`config.mk`:
```
export PLATFORM = sky130hd
export DESIGN_NAME = seg7_scan_driver_flat
export DESIGN_NICKNAME = d
export VERILOG_FILES = /design/src/rtl/seg7_scan_driver_if.sv /design/src/rtl/seg7_scan_driver.sv /design/src/flat_wrapper.sv
export SDC_FILE = /design/constraint.sdc
export NUM_CORES = 1
export LEC_CHECK = 0
export BUFFER_PORTS_ARGS = -buffer_cell sky130_fd_sc_hd__buf_2
export CAP_MARGIN = 20
export CORE_AREA = 4 4 136 138
export DETAILED_ROUTE_END_ITERATION = 8
export DIE_AREA = 0 0 140 142
export SYNTH_ARGS = -nofsm -noshare
export SYNTH_HDL_FRONTEND = slang
export SYNTH_SLANG_ARGS = --single-unit
```
`constraint.sdc`:
```
create_clock -name clk -period 6.5 [get_ports clk]
set_input_delay 0.65 -clock clk [delete_from_list [all_inputs] [get_ports clk]]
set_output_delay 0.65 -clock clk [all_outputs]
set_load 0.02 [all_outputs]
```
`src/rtl/seg7_scan_driver_if.sv`:
```
// Host/display bundle for the 8-digit multiplexed 7-segment scan driver.
// The host (master) supplies the value, strobe and decimal points; the driver (slave) returns status and pins.
interface seg7_scan_driver_if;
    logic [31:0] data_in;
    logic        load;
    logic        enable;
    logic [7:0]  dp_in;
    logic        pending;
    logic        frame_tick;
    logic [7:0]  Anode_Activate;
    logic [6:0]  LED_out;
    logic        seg_dp;

    modport master (
        output data_in, load, enable, dp_in,
        input  pending, frame_tick, Anode_Activate, LED_out, seg_dp
    );

    modport slave (
        input  data_in, load, enable, dp_in,
        output pending, frame_tick, Anode_Activate, LED_out, seg_dp
    );
endinterface

```
`src/rtl/seg7_scan_driver.sv`:
```
// Time-multiplexed common-anode 7-segment driver with frame-aligned value commit,
// leading-zero blanking and per-digit decimal points. All pin outputs are registered.
module seg7_scan_driver #(
    parameter int DIV_MAX  = 100000,
    parameter int DIGITS   = 8,
    parameter int BLANK_LZ = 1
) (
    input logic              clk,
    input logic              rst,
    seg7_scan_driver_if.slave bus
);

    localparam int               DIV_W      = 20;
    localparam logic [DIV_W-1:0] DIV_LAST   = DIV_W'(DIV_MAX - 1);
    localparam logic [2:0]       DIGIT_LAST = 3'(DIGITS - 1);

    logic [DIV_W-1:0] div_cnt_reg;
    logic [2:0]       digit_idx_reg;
    logic [31:0]      shown_val_reg;
    logic [31:0]      pend_val_reg;
    logic             pending_reg;
    logic [7:0]       anode_reg;
    logic [6:0]       led_reg;
    logic             dp_reg;

    logic             adv;
    logic             boundary;
    logic [7:0]       nib_nz;
    logic [7:0]       blank_vec;
    logic [3:0]       cur_nib;
    logic             cur_blank;

    assign adv      = bus.enable && (div_cnt_reg == DIV_LAST);
    assign boundary = adv && (digit_idx_reg == DIGIT_LAST);

    // Nibbles beyond DIGITS count as zero so they never keep a visible digit lit.
    generate
        for (genvar gi = 0; gi < 8; gi++) begin : g_blank
            if (gi < DIGITS) begin : g_used
                assign nib_nz[gi] = |shown_val_reg[4*gi +: 4];
            end else begin : g_unused
                assign nib_nz[gi] = 1'b0;
            end
            if (gi == 0 || BLANK_LZ == 0) begin : g_never
                assign blank_vec[gi] = 1'b0;
            end else begin : g_lz
                assign blank_vec[gi] = ~|nib_nz[7:gi];
            end
        end
    endgenerate

    assign cur_nib   = shown_val_reg[{digit_idx_reg, 2'b00} +: 4];
    assign cur_blank = blank_vec[digit_idx_reg];

    function automatic logic [6:0] hex7(input logic [3:0] nib);
        logic [6:0] seg;
        seg = 7'h7F;
        case (nib)
            4'h0: seg = 7'b0000001;
            4'h1: seg = 7'b1001111;
            4'h2: seg = 7'b0010010;
            4'h3: seg = 7'b0000110;
            4'h4: seg = 7'b1001100;
            4'h5: seg = 7'b0100100;
            4'h6: seg = 7'b0100000;
            4'h7: seg = 7'b0001111;
            4'h8: seg = 7'b0000000;
            4'h9: seg = 7'b0000100;
            4'hA: seg = 7'b0001000;
            4'hB: seg = 7'b1100000;
            4'hC: seg = 7'b0110001;
            4'hD: seg = 7'b1000010;
            4'hE: seg = 7'b0110000;
            4'hF: seg = 7'b0111000;
            default: seg = 7'h7F;
        endcase
        return seg;
    endfunction

    always_ff @(posedge clk or negedge rst) begin
        if (!rst) begin
            div_cnt_reg   <= '0;
            digit_idx_reg <= '0;
        end else if (bus.enable) begin
            div_cnt_reg <= adv ? '0 : div_cnt_reg + 1'b1;
            if (adv) begin
                digit_idx_reg <= (digit_idx_reg == DIGIT_LAST) ? 3'd0 : digit_idx_reg + 3'd1;
            end
        end
    end

    // Commit only at a frame boundary, or immediately while dark since nothing is visible to tear.
    always_ff @(posedge clk or negedge rst) begin
        if (!rst) begin
            shown_val_reg <= '0;
            pend_val_reg  <= '0;
            pending_reg   <= 1'b0;
        end else if (boundary && bus.load) begin
            shown_val_reg <= bus.data_in;
            pending_reg   <= 1'b0;
        end else begin
            if ((boundary || !bus.enable) && pending_reg) begin
                shown_val_reg <= pend_val_reg;
                pending_reg   <= 1'b0;
            end
            if (bus.load) begin
                pend_val_reg <= bus.data_in;
                pending_reg  <= 1'b1;
            end
        end
    end

    always_ff @(posedge clk or negedge rst) begin
        if (!rst) begin
            anode_reg <= 8'hFF;
            led_reg   <= 7'h7F;
            dp_reg    <= 1'b1;
        end else if (!bus.enable || cur_blank) begin
            anode_reg <= 8'hFF;
            led_reg   <= 7'h7F;
            dp_reg    <= 1'b1;
        end else begin
            anode_reg <= ~(8'h80 >> digit_idx_reg);
            led_reg   <= hex7(cur_nib);
            dp_reg    <= ~bus.dp_in[digit_idx_reg];
        end
    end

    assign bus.pending        = pending_reg;
    assign bus.frame_tick     = boundary;
    assign bus.Anode_Activate = anode_reg;
    assign bus.LED_out        = led_reg;
    assign bus.seg_dp         = dp_reg;

endmodule

```
`src/flat_wrapper.sv`:
```
// flat-port wrapper written by rule: the top's interface ports become plain ports
module seg7_scan_driver_flat 
#(
    parameter int DIV_MAX  = 100000,
    parameter int DIGITS   = 8,
    parameter int BLANK_LZ = 1
)
  (clk, rst, bus_data_in, bus_load, bus_enable, bus_dp_in, bus_pending, bus_frame_tick, bus_Anode_Activate, bus_LED_out, bus_seg_dp);
  seg7_scan_driver_if bus_i ();
  input logic clk;
  input logic rst;
  input wire logic [$bits(bus_i.data_in)-1:0] bus_data_in;
  input wire logic [$bits(bus_i.load)-1:0] bus_load;
  input wire logic [$bits(bus_i.enable)-1:0] bus_enable;
  input wire logic [$bits(bus_i.dp_in)-1:0] bus_dp_in;
  output wire logic [$bits(bus_i.pending)-1:0] bus_pending;
  output wire logic [$bits(bus_i.frame_tick)-1:0] bus_frame_tick;
  output wire logic [$bits(bus_i.Anode_Activate)-1:0] bus_Anode_Activate;
  output wire logic [$bits(bus_i.LED_out)-1:0] bus_LED_out;
  output wire logic [$bits(bus_i.seg_dp)-1:0] bus_seg_dp;
  assign bus_i.data_in = bus_data_in;
  assign bus_i.load = bus_load;
  assign bus_i.enable = bus_enable;
  assign bus_i.dp_in = bus_dp_in;
  assign bus_pending = bus_i.pending;
  assign bus_frame_tick = bus_i.frame_tick;
  assign bus_Anode_Activate = bus_i.Anode_Activate;
  assign bus_LED_out = bus_i.LED_out;
  assign bus_seg_dp = bus_i.seg_dp;
  seg7_scan_driver #(.DIV_MAX(DIV_MAX), .DIGITS(DIGITS), .BLANK_LZ(BLANK_LZ)) u_core (.clk(clk), .rst(rst), .bus(bus_i));
endmodule
```
==> flow_summary.yaml <==
die:
  io-pin-count: 62
  core_area_um2: 17180
  num_rows: 48
  dieArea_um2: 19880
  dieWidth_um: 140
  die_y_um: 142
  start_util_pct: 29.88
synthesis:
  syn_area_per_cell_um2: 11.88
  ys_seq_area_share_pct: 51.10
  synthCells: 432
  ys.warnings.count: 0
  synth_edf_count: 0
  synth_area_um2: 5132
  synthFlopType: "dfrtp_1"
  async_reset_ff_share_pct: 100.0
  ys_seq_elements: 104
  synth_nets: 489
  ys_types: 54
global_route:
  grt_pass1_wl_um: 18190
  grt_max_degree: 91
  antenna_found_initial: 0
  grt_pass1_vias: 3517
  grt_overflow: 0
  grt_usage_pct: 11.43
worst_setup_path:
  slowest_stage: "dfrtp_1"
  max_stage_delay_ns: 0.73
  startpoint_type: "flip-flop"
  crit_chain: "ha_1 > ha_1 > inv_1 > nor3_2 > buf_2"
  worstSetupEndpointType: "output port"
  cp.required_ns: 5.85
  path_class: "reg2out"
  crit_top_cell: "ha_1"
  arrival_ns: 2.25
  cp_max_fo: 14
layout:
  syn2layout_area_growth_pct: 15.26
  nNetsFinal: 543
  fillers: 1748
  multi_input_area_um2: 2313
  antenna-diode-count: 0
  seq_area_um2: 2623
  final_area_um2: 5916
  drive_above_1_share_pct: 24.49
  stdcell_count: 715
pwr:
  power.static_leakage_nw: 2.674
  power_density_nw_per_um2: 261.3
  power.total_w: 0.001546
  ir_worst_vdd_uv: 131.3
timing:
  period_needed_ns: 2.896
  relSlewSlack_pct: 39.28
  hold_viol: 0
  fin_skew_ns: 0.007227
  drv_slew: 0
  post-route-period-util_pct: 44.55
  fin_hold_ws_ns: 0.1445
  setup_violations: 0
  worst_pin_slew_ns: 0.9075
  rsz0062_at_grt: "false"
  finalSetupTns_ns: 0
  fmax_mhz: 345.3
place:
  place_congestion: 0.8394
  placed_area_um2: 5600
  place_inst: 699
  dp_hpwl_um: 7838
  io_buffer_count: 61
cts:
  cts_resized: 0
  clock-sinks: 104
  clk_pin_slew_ns: 0.06
  cts_tree: "yes"
  post_cts_buffers: 0
  clock_latency_ns: 0.35
  root_buffer: "clkbuf_16"
  cts_buffers: 9
  htreeDepth: 3
  ctsLongestPathBuffers: 2
  postCtsHoldBufs: 0
status:
  status: "finished, final reports clean"
drt:
  wire_per_inst_um: 15.14
  num_vias: 3442
  viasPerCell: 4.814
  drt_first_pass_iters: 4
  drc_errors: 0
  drt_iter0_markers: 201
  final_antenna_net_count: 0
  routed_wl_um: 10820
run:
  drv_cap: 0
worst_hold_path:
  hp-class: "in2async"
Yosys cell counts (all sizes together) (2+ instances only):
cell,number,area [um2]
mux2i,38,384.1
nand2b,3,18.77
or4,4,33.78
dfstp,16,420.4
mux4,10,225.2
and4,2,17.52
xnor2,10,87.58
nor2,47,176.4
dfrtp,88,2202
o221ai,4,35.03
buf,17,127.6
nor4,9,71.32
nand3,15,80.08
a2bb2oi,2,17.52
xor2,6,52.55
o211ai,2,15.01
o21ai,8,40.03
ha,13,162.7
clkbuf,5,18.77
o41ai,2,36.29
inv,13,48.80
nor3,5,35.03
a21oi,38,190.2
nand2,18,67.56
nand4,8,56.30
mux2,33,371.6
kinds of logic (layout without fill, tap and decap cells):
logic type      count (synthesis)  after routing  synth area share (%)
buf+inv                        36             94                 3.876
compound gates                 63             63                 7.606
flops                         104            104                 51.10
fa+ha+maj                      13             13                 3.169
simple gates                  119            119                 12.41
mux                            81             81                 19.11
xor+xnor                       16             16                 2.730
path summary, 6_finish.rpt:
| kind | startpoint | slack (ns) | depth (start not counted) | to |
|---|---|---|---|---|
| worst min register to register | u_core.pend_val_reg[8] | 0.49 | 1 | u_core.pend_val_reg[8] |
| min in group clk | u_core.pend_val_reg[8] | 0.49 | 1 | u_core.pend_val_reg[8] |
| worst max-delay path | u_core.digit_idx_reg[1] | 3.60 | 5 | bus_frame_tick |
| max in group asynchronous | rst | 5.40 | 3 | u_core.bus.LED_out[6] |
| worst min-delay path | rst | 0.14 | 1 | u_core.pend_val_reg[26] |
| worst max register to register | u_core.digit_idx_reg[1] | 3.71 | 6 | u_core.shown_val_reg[16] |
routing by layer:
layer	routed length, um	global-route usage (%)	vias to the layer above
li1	-	-	1658
met1	4974	15.05	1685
met2	5083	18.13	91
met3	627	3.595	8
met4	138	3.621	0
met5	0	0	-
where the power goes:
part           leakage (nW)  internal, W  switching, W
registers              1.20     0.000729     0.0000636
clock network         0.145     0.000305      0.000225
logic                  1.33     0.000103      0.000120
stage by stage:
| stage | setup slack (ns) | utilization (%) |
|---|---|---|
| after global routing | 3.429 | 34.44 |
| after global placement | 3.816 | 32.60 |
| final | 3.604 | 34.44 |
| after floorplan | 4.283 | - |
| after CTS | 3.557 | 34.28 |
| after detailed placement | 3.738 | 32.60 |
cells in the final DEF, fill, tap and decap left out, types with 4 or more instances in the layout:
master	count
nand2_1	18
ha_1	13
buf_2	60
nand4_1	7
o221ai_1	4
inv_1	11
mux2_1	32
o21ai_0	5
clkbuf_16	9
xnor2_1	10
mux2i_1	37
nor4_1	8
xor2_1	6
a21oi_1	38
dfrtp_1	88
dfstp_2	16
nor2_1	46
mux4_2	10
buf_4	4
nand3_1	14
critical path, delay by kind of cell (launching register included):
family	cells	cell delay [ns]
and+or+nand+nor	1	0.34
adders and majority gates	2	0.46
DFF	1	0.73
buffers and inverters	2	0.36
area by class of cell:
cell class,instances,area share (%)
tap,225,4.759
timing repair buffer,65,6.049
clock buffer,11,4.103
multi-input combinational,292,39.11
clock inverter,4,0.7614
inverter,14,0.8883
sequential,104,44.33
(Power assumes the default switching activity.)
